===== src/rtl/approx_err_monitor.sv =====
// approx_err_monitor: error statistics for the approximate Sklansky adder; define APXERR_SQED_EN to add an ED^2 accumulator (sqed_sum)
module approx_err_monitor #(
   parameter int CNT_W = 16
) (
   input  logic                 clk,
   input  logic                 rst_n,
   input  logic                 start,
   input  logic [CNT_W-1:0]     n_samples,
   input  logic                 in_valid,
   output logic                 in_ready,
   input  logic [15:0]          op_a,
   input  logic [15:0]          op_b,
   input  logic [15:0]          apx_sum,
   input  logic                 apx_cout,
   output logic                 done,
   output logic                 busy,
   output logic [CNT_W-1:0]     samp_cnt,
   output logic [CNT_W-1:0]     err_cnt,
   output logic [17+CNT_W-1:0]  ed_sum,
   output logic [16:0]          ed_max
`ifdef APXERR_SQED_EN
   ,
   output logic [34+CNT_W-1:0]  sqed_sum
`endif
);
   typedef enum logic [1:0] {IDLE, RUN, DRAIN, DONE} state_t;
   state_t               state_q, state_d;
   logic [CNT_W-1:0]     n_q, n_d, acc_q, acc_d, samp_q, samp_d, err_q, err_d;
   logic [17+CNT_W-1:0]  sum_q, sum_d;
   logic [16:0]          max_q, max_d, ed1_q, ed1_d;
   logic                 v1_q, v1_d;
   logic [16:0]          exact, approx;
   logic                 accept, go;
`ifdef APXERR_SQED_EN
   logic [34+CNT_W-1:0]  sq_q, sq_d;
   logic [33:0]          ed_sq;
`endif
   always_comb begin
      exact    = {1'b0, op_a} + {1'b0, op_b};
      approx   = {apx_cout, apx_sum};
      in_ready = (state_q == RUN) && (acc_q < n_q);
      accept   = in_valid && in_ready;
      go       = start && (state_q == IDLE || state_q == DONE);
      v1_d     = accept;
      ed1_d    = exact >= approx ? exact - approx : approx - exact;
      n_d      = go ? n_samples : n_q;
      acc_d    = go ? '0 : acc_q + CNT_W'(accept);
      // The pipeline is always empty in IDLE/DONE, so go never races a stage-2 update
      samp_d   = go ? '0 : samp_q + CNT_W'(v1_q);
      err_d    = go ? '0 : err_q + CNT_W'(v1_q && ed1_q != '0);
      sum_d    = go ? '0 : sum_q + (v1_q ? (17+CNT_W)'(ed1_q) : '0);
      max_d    = go ? '0 : (v1_q && ed1_q > max_q) ? ed1_q : max_q;
      state_d  = go ? RUN :
                 (state_q == RUN && acc_d == n_q) ? DRAIN :
                 (state_q == DRAIN && !v1_q) ? DONE : state_q;
`ifdef APXERR_SQED_EN
      ed_sq    = 34'(ed1_q) * 34'(ed1_q);
      sq_d     = go ? '0 : sq_q + (v1_q ? (34+CNT_W)'(ed_sq) : '0);
`endif
   end
   always_ff @(posedge clk) begin
      if (!rst_n) begin
         state_q <= IDLE;
         n_q     <= '0;
         acc_q   <= '0;
         v1_q    <= 1'b0;
         ed1_q   <= '0;
         samp_q  <= '0;
         err_q   <= '0;
         sum_q   <= '0;
         max_q   <= '0;
`ifdef APXERR_SQED_EN
         sq_q    <= '0;
`endif
      end else begin
         state_q <= state_d;
         n_q     <= n_d;
         acc_q   <= acc_d;
         v1_q    <= v1_d;
         ed1_q   <= ed1_d;
         samp_q  <= samp_d;
         err_q   <= err_d;
         sum_q   <= sum_d;
         max_q   <= max_d;
`ifdef APXERR_SQED_EN
         sq_q    <= sq_d;
`endif
      end
   end
   assign done     = state_q == DONE;
   assign busy     = state_q == RUN || state_q == DRAIN;
   assign samp_cnt = samp_q;
   assign err_cnt  = err_q;
   assign ed_sum   = sum_q;
   assign ed_max   = max_q;
`ifdef APXERR_SQED_EN
   assign sqed_sum = sq_q;
`endif
endmodule


===== config.mk =====
export PLATFORM = sky130hd
export DESIGN_NAME = approx_err_monitor
export DESIGN_NICKNAME = d
export VERILOG_FILES = /design/src/rtl/approx_err_monitor.sv
export SDC_FILE = /design/constraint.sdc
export NUM_CORES = 1
export LEC_CHECK = 0
export BUFFER_PORTS_ARGS = -buffer_cell sky130_fd_sc_hd__buf_4
export CORE_UTILIZATION = 40
export DETAILED_ROUTE_END_ITERATION = 12
export GPL_ROUTABILITY_DRIVEN = 1
export PLACE_DENSITY_LB_ADDON = 0.15
export SYNTH_ARGS = -nofsm -noshare
export SYNTH_HDL_FRONTEND = slang
export SYNTH_SLANG_ARGS = --single-unit

===== constraint.sdc =====
create_clock -name clk -period 6.3 [get_ports clk]
set_clock_uncertainty 0.1 [all_clocks]
set_input_delay 1.26 -clock clk [delete_from_list [all_inputs] [get_ports clk]]
set_output_delay 1.26 -clock clk [all_outputs]
set_load 0.01 [all_outputs]

# --- Word level (Yosys, flattened, before mapping) ---
# Cells that the tools add are included.
op_classes:
  eq_ne: 4
  n_reduce_logical: 15
  shift: 0
  div_mod_pow: 0
  add_sub_neg: 7
  magnitude_cmp: 3
  mux: 6
  bitwise: 1
  n_mul: 0
ops:
  columns: ["cell", "count"]
  rows:
  - ["$add 16x1->16", 3]
  - ["$mux 17", 2]
  - ["$sub 17x17->17", 2]
  - ["$add 33x17->33", 1]
  - ["$add 16x16->17", 1]
  - ["$ge 17x17->1", 1]
  - ["$gt 17x17->1", 1]
  - ["$reduce_bool 17->1", 1]
  - ["$eq 16x16->1", 1]
  - ["$lt 16x16->1", 1]
  - ["$mux 16", 1]
  - ["$logic_and 1x1->1", 7]
  - ["$eq 2x2->1 const B", 2]
  - ["$mux 2", 2]
  - ["$reduce_bool 3->1", 1]
  - ["$eq 2x1->1 const B", 1]
  - ["$logic_not 2->1", 1]
  - ["$logic_or 1x1->1", 2]
  - ["$reduce_bool 2->1", 1]
  - ["$reduce_or 2->1", 1]
  - ["$logic_not 1->1", 1]
  - ["$mux 1", 1]
  - ["$not 1->1", 1]
totals:
  out_inout_bits: 85
  rom_bits: 0
  in_bits: 69
  ram_bits: 0
  memories: 0
  latch_bits: 0
  regBits: 134

# --- Logic depth before layout (Yosys ltp) ---
depth:
  ltp_word: 9
  ltp_mapped: 20
  mapped_depth_nobuf: 18

# --- Worst setup path before layout ---
# Ideal clock, no wire load.
synth_path:
  path_kind: "input port to flip-flop"
  from: "input port op_a[1]"
  to: "register ed1_q[14]"
  required_time_ns: 6.128
  slack_ns: 0.625
  arrival_time_ns: 5.504
  path_stages: 18
  setup_ns: 0.072
  cell_sequence: "ha_1 -> a21oi_1 -> o211ai_1 -> o311ai_0 -> a311oi_1 -> o21a_1 -> o21ai_0 -> mux2_2 -> or2_2 -> ha_1 -> nand4_1 -> or3_1 -> a21o_1 -> nand2_1 -> buf_2 -> mux2_2 -> a211oi_1 -> mux2i_1"
synth_via:
  elab_chain_len: 3
synth_rtl:
  columns: ["element", "line", "source"]
  rows:
  - ["start, declared", "11", "input logic [15:0] op_a,"]
  - ["$add 16x16->17 *", "39", "exact = {1'b0, op_a} + {1'b0, op_b};"]
  - ["$sub 17x17->17 or $ge 17x17->1 (tied branches)", "45", "ed1_d = exact >= approx ? exact - approx : approx - exact;"]
  - ["$mux 17 *", "45", null]
  - ["end signal, assigned", "67", "ed1_q <= '0;"]
  - ["end signal, assigned", "80", "ed1_q <= ed1_d;"]
  - ["end, declared", "30", "logic [16:0] max_q, max_d, ed1_q, ed1_d;"]
# Mark *: on every way between the ends. The rest lies on a longest branch, timed or not.
# A chain may end at the register's enable or synchronous reset.

# --- Worst setup path after layout ---
# Same ends and word-level chain as after synthesis.

==> impl_metrics.yaml <==
run_status:
  status: "complete, no violations"
grt:
  grt_max_degree: 74
  globalRouteMet1Util: 0.261
  antenna_found_initial: 0
  grt_pass1_vias: 7744
  track_usage: 0.194
  use_met3: 0.0350
  top_usage_layer: "met2"
  overflow: 0
  grt_use_met2: 0.312
  grt_first_pass_wirelength_mm: 37.9
floorplanning:
  start_util: 0.413
  die_h_um: 156
  die_w_um: 156
  ioPinCount: 154
  fp.coreArea_um2: 22900
  dieArea_um2: 24300
  rows: 55
sta:
  period_minus_slack_ps: 5530
  hold_violations: 0
  fmax_mhz: 181
  slew-limit-headroom: 0.359
  worst_slew_pin_slew_ps: 953
  period_share: 0.877
  rsz0062_at_grt: "false"
  timing.setup.tns_ps: 0
  setup_viol: 0
  final_max_slew_viol_count: 0
clock_tree:
  h-tree-depth: 4
  clockBufferDepth: 2
  cts_tree: "yes"
  cts_setup_buffers: 0
  cts_resized: 0
  holdBufCountCts: 0
  cts.root.buffer_cell: "clkbuf_16"
  clkTransAtPathRegs_ps: 70
  clkLatencyLatePin_ps: 430
  cts_made_buffers: 17
  numClockSinks: 134
detailed_routing:
  drtAntennaViolNets: 0
  wl_mm: 23.4
  via_per_inst: 5.20
  num_vias: 8488
  dr.pass1.iters: 7
  first_iter_violations: 513
  drc: 0
  post_drt_wl_per_cell_um: 14.3
min_path:
  holdCritStartpoint: "n_q[2]$_SDFFE_PN0P_"
  hp-class: "register to register"
placement:
  gp_congestion: 0.899
  io_buffers: 153
  placedCellCount: 1600
  hpwl_mm: 17.9
power:
  power.net_switching_mw: 1.01
  power_mw: 2.86
  ir_worst_vdd_mv: 0.164
  total_leakage_power_nw: 5.09
  swShare: 0.353
  pwr-share-seq: 0.342
  powerDensity_nw_per_um2: 248
  internal_power_mw: 1.85
  clkPwrFrac: 0.356
  p_comb_frac: 0.302
cells_and_area:
  final_cells: 1632
  final-seq-area_um2: 2680
  drive_gt1_frac: 0.161
  multi_input_area_um2: 6250
  fillers: 2278
  fin_nets: 1486
  synthToLayoutAreaGrowth_pct: 21.7
  num_antenna_cells: 0
  post-route-util: 0.502
yosys:
  synth_area_per_cell_um2: 8.08
  ys_seq_area_frac: 0.284
  ys_async_sr_fraction: 0
  synth_seq_cells: 134
  synthDistinctLibCells: 66
  syn-num-nets: 1351
  syn_area_um2: 9460
  netlist_instances: 1171
  ys.flop_type: "dfxtp_1"
  synth-edff-count: 0
  yosys_warnings: 0
setup_path:
  crit_type: "input port to register"
  worstPathRequired_ps: 6550
  worstReg2RegStart: "n_q[1]$_SDFFE_PN0P_"
  critPathLaunch: "op_a[1]"
  start_kind: "input port"
  cp.arrival_ps: 5780
  worstPathMaxFanout: 5
  setup.worst_path.end_class: "register"
job:
  max_cap_violations: 0
[power groups by stage]
stage / combinational, mW / clock (mW) / sequential (mW)
2_1_floorplan: 0.641 / 0 / 0.958
4_1_cts: 0.862 / 1.05 / 0.978
3_5_place_dp: 0.856 / 0 / 0.998
5_1_grt: 0.970 / 1.09 / 0.983
6_report: 0.862 / 1.02 / 0.979
3_3_place_gp: 0.854 / 0 / 0.998
[synth_stat cells, types with 13 or more instances]
library cell | number | area, um^2
nand3_1 | 46 | 230
a21o_1 | 29 | 218
inv_1 | 92 | 345
mux2i_1 | 15 | 150
nor2b_1 | 14 | 87.6
nand2_1 | 85 | 319
o21ai_0 | 50 | 250
xnor2_1 | 43 | 377
a211oi_1 | 18 | 135
a21boi_0 | 19 | 143
xor2_1 | 44 | 385
and2_1 | 35 | 219
dfxtp_1 | 134 | 2680
and3_1 | 21 | 131
o211ai_1 | 13 | 97.6
nand2b_1 | 15 | 93.8
nand4_1 | 23 | 144
nor3_1 | 18 | 90.1
ha_1 | 107 | 1340
nor2_1 | 91 | 342
clkbuf_1 | 36 | 135
a21oi_1 | 86 | 430
or3_1 | 18 | 113
[registers in the layout (all words and copies together), names as in the netlist]
register	cells
ed_sum	33
ed1_q	17
ed_max	17
state_q	2
n_q	16
acc_q	16
err_cnt	16
v1_q	1
samp_cnt	16
[layout make-up]
cell class                      count  share of cell area
Timing Repair Buffer              161               0.106
Clock inverter                     15              0.0164
Tap cell                          313              0.0340
Clock buffer                       17              0.0370
Inverter                           93              0.0303
Multi-Input combinational cell    899               0.543
Sequential cell                   134               0.233
[path summary, 6_finish.rpt]
kind	to	slack (ps)	depth (start not counted)
worst min-delay path	n_q[2]$_SDFFE_PN0P_	390	2
worst max-delay path	ed1_q[14]$_SDFF_PN0_	770	19
worst min register to register	n_q[2]$_SDFFE_PN0P_	390	2
worst max register to register	state_q[1]$_SDFFE_PP0P_	1630	18
[metrics by stage]
| step | hold slack, ps | instance area [um^2] | setup WS, ps |
|---|---|---|---|
| finish | 385 | 11500 | 773 |
| global route | 398 | 11500 | 494 |
| CTS | 387 | 11500 | 785 |
| detailed placement | 376 | 10900 | 373 |
| global placement | 372 | 10900 | 402 |
| floorplan | 343 | 9460 | 625 |
[placed cells by master, fill, tap and decap left out, drive strengths merged, types with 5 or more instances in the layout]
master,instances
dfxtp,134
a31oi,8
mux2i,15
nand2,85
xor2,44
o2111ai,5
clkbuf,17
and2,35
o21a,10
o21ai,52
ha,107
a21o,29
or3,18
nor2,91
xnor2,43
and3,21
nand2b,15
buf,161
clkinv,8
nand4,24
a21boi,19
inv,98
a211oi,18
nor3,18
o31ai,8
a21oi,86
nand3,46
o211ai,13
nor2b,14
nor4,7
or2,8
[per-layer routing]
metal / share of wire / vias up
li1: - / 4391
met1: 0.49 / 3871
met2: 0.45 / 199
met3: 0.049 / 27
met4: 0.016 / 0
met5: 0 / -
[critical path: stages]
cell      delay [ps]
buf_4            120
ha_1             280
a21oi_1          210
o211ai_1         170
o311ai_0         350
buf_4            190
a311oi_1         110
o21a_1           200
o21ai_0          190
mux2_2           370
or2_2            290
ha_1             330
nand4_1          140
or3_1            400
a21o_1           210
nand2_1          150
mux2_2           350
a211oi_1         240
mux2i_1          220
[cell families after synthesis]
family	after synthesis	synth area share
XOR/XNOR	87	0.0806
AND/OR/NAND/NOR	396	0.213
buffers and inverters	138	0.0560
flip-flops	134	0.284
multiplexers	18	0.0194
adder cells (fa/ha/maj)	111	0.150
AO/OA/AOI/OAI	287	0.197
No activity file was read; power rests on OpenSTA's default activity.
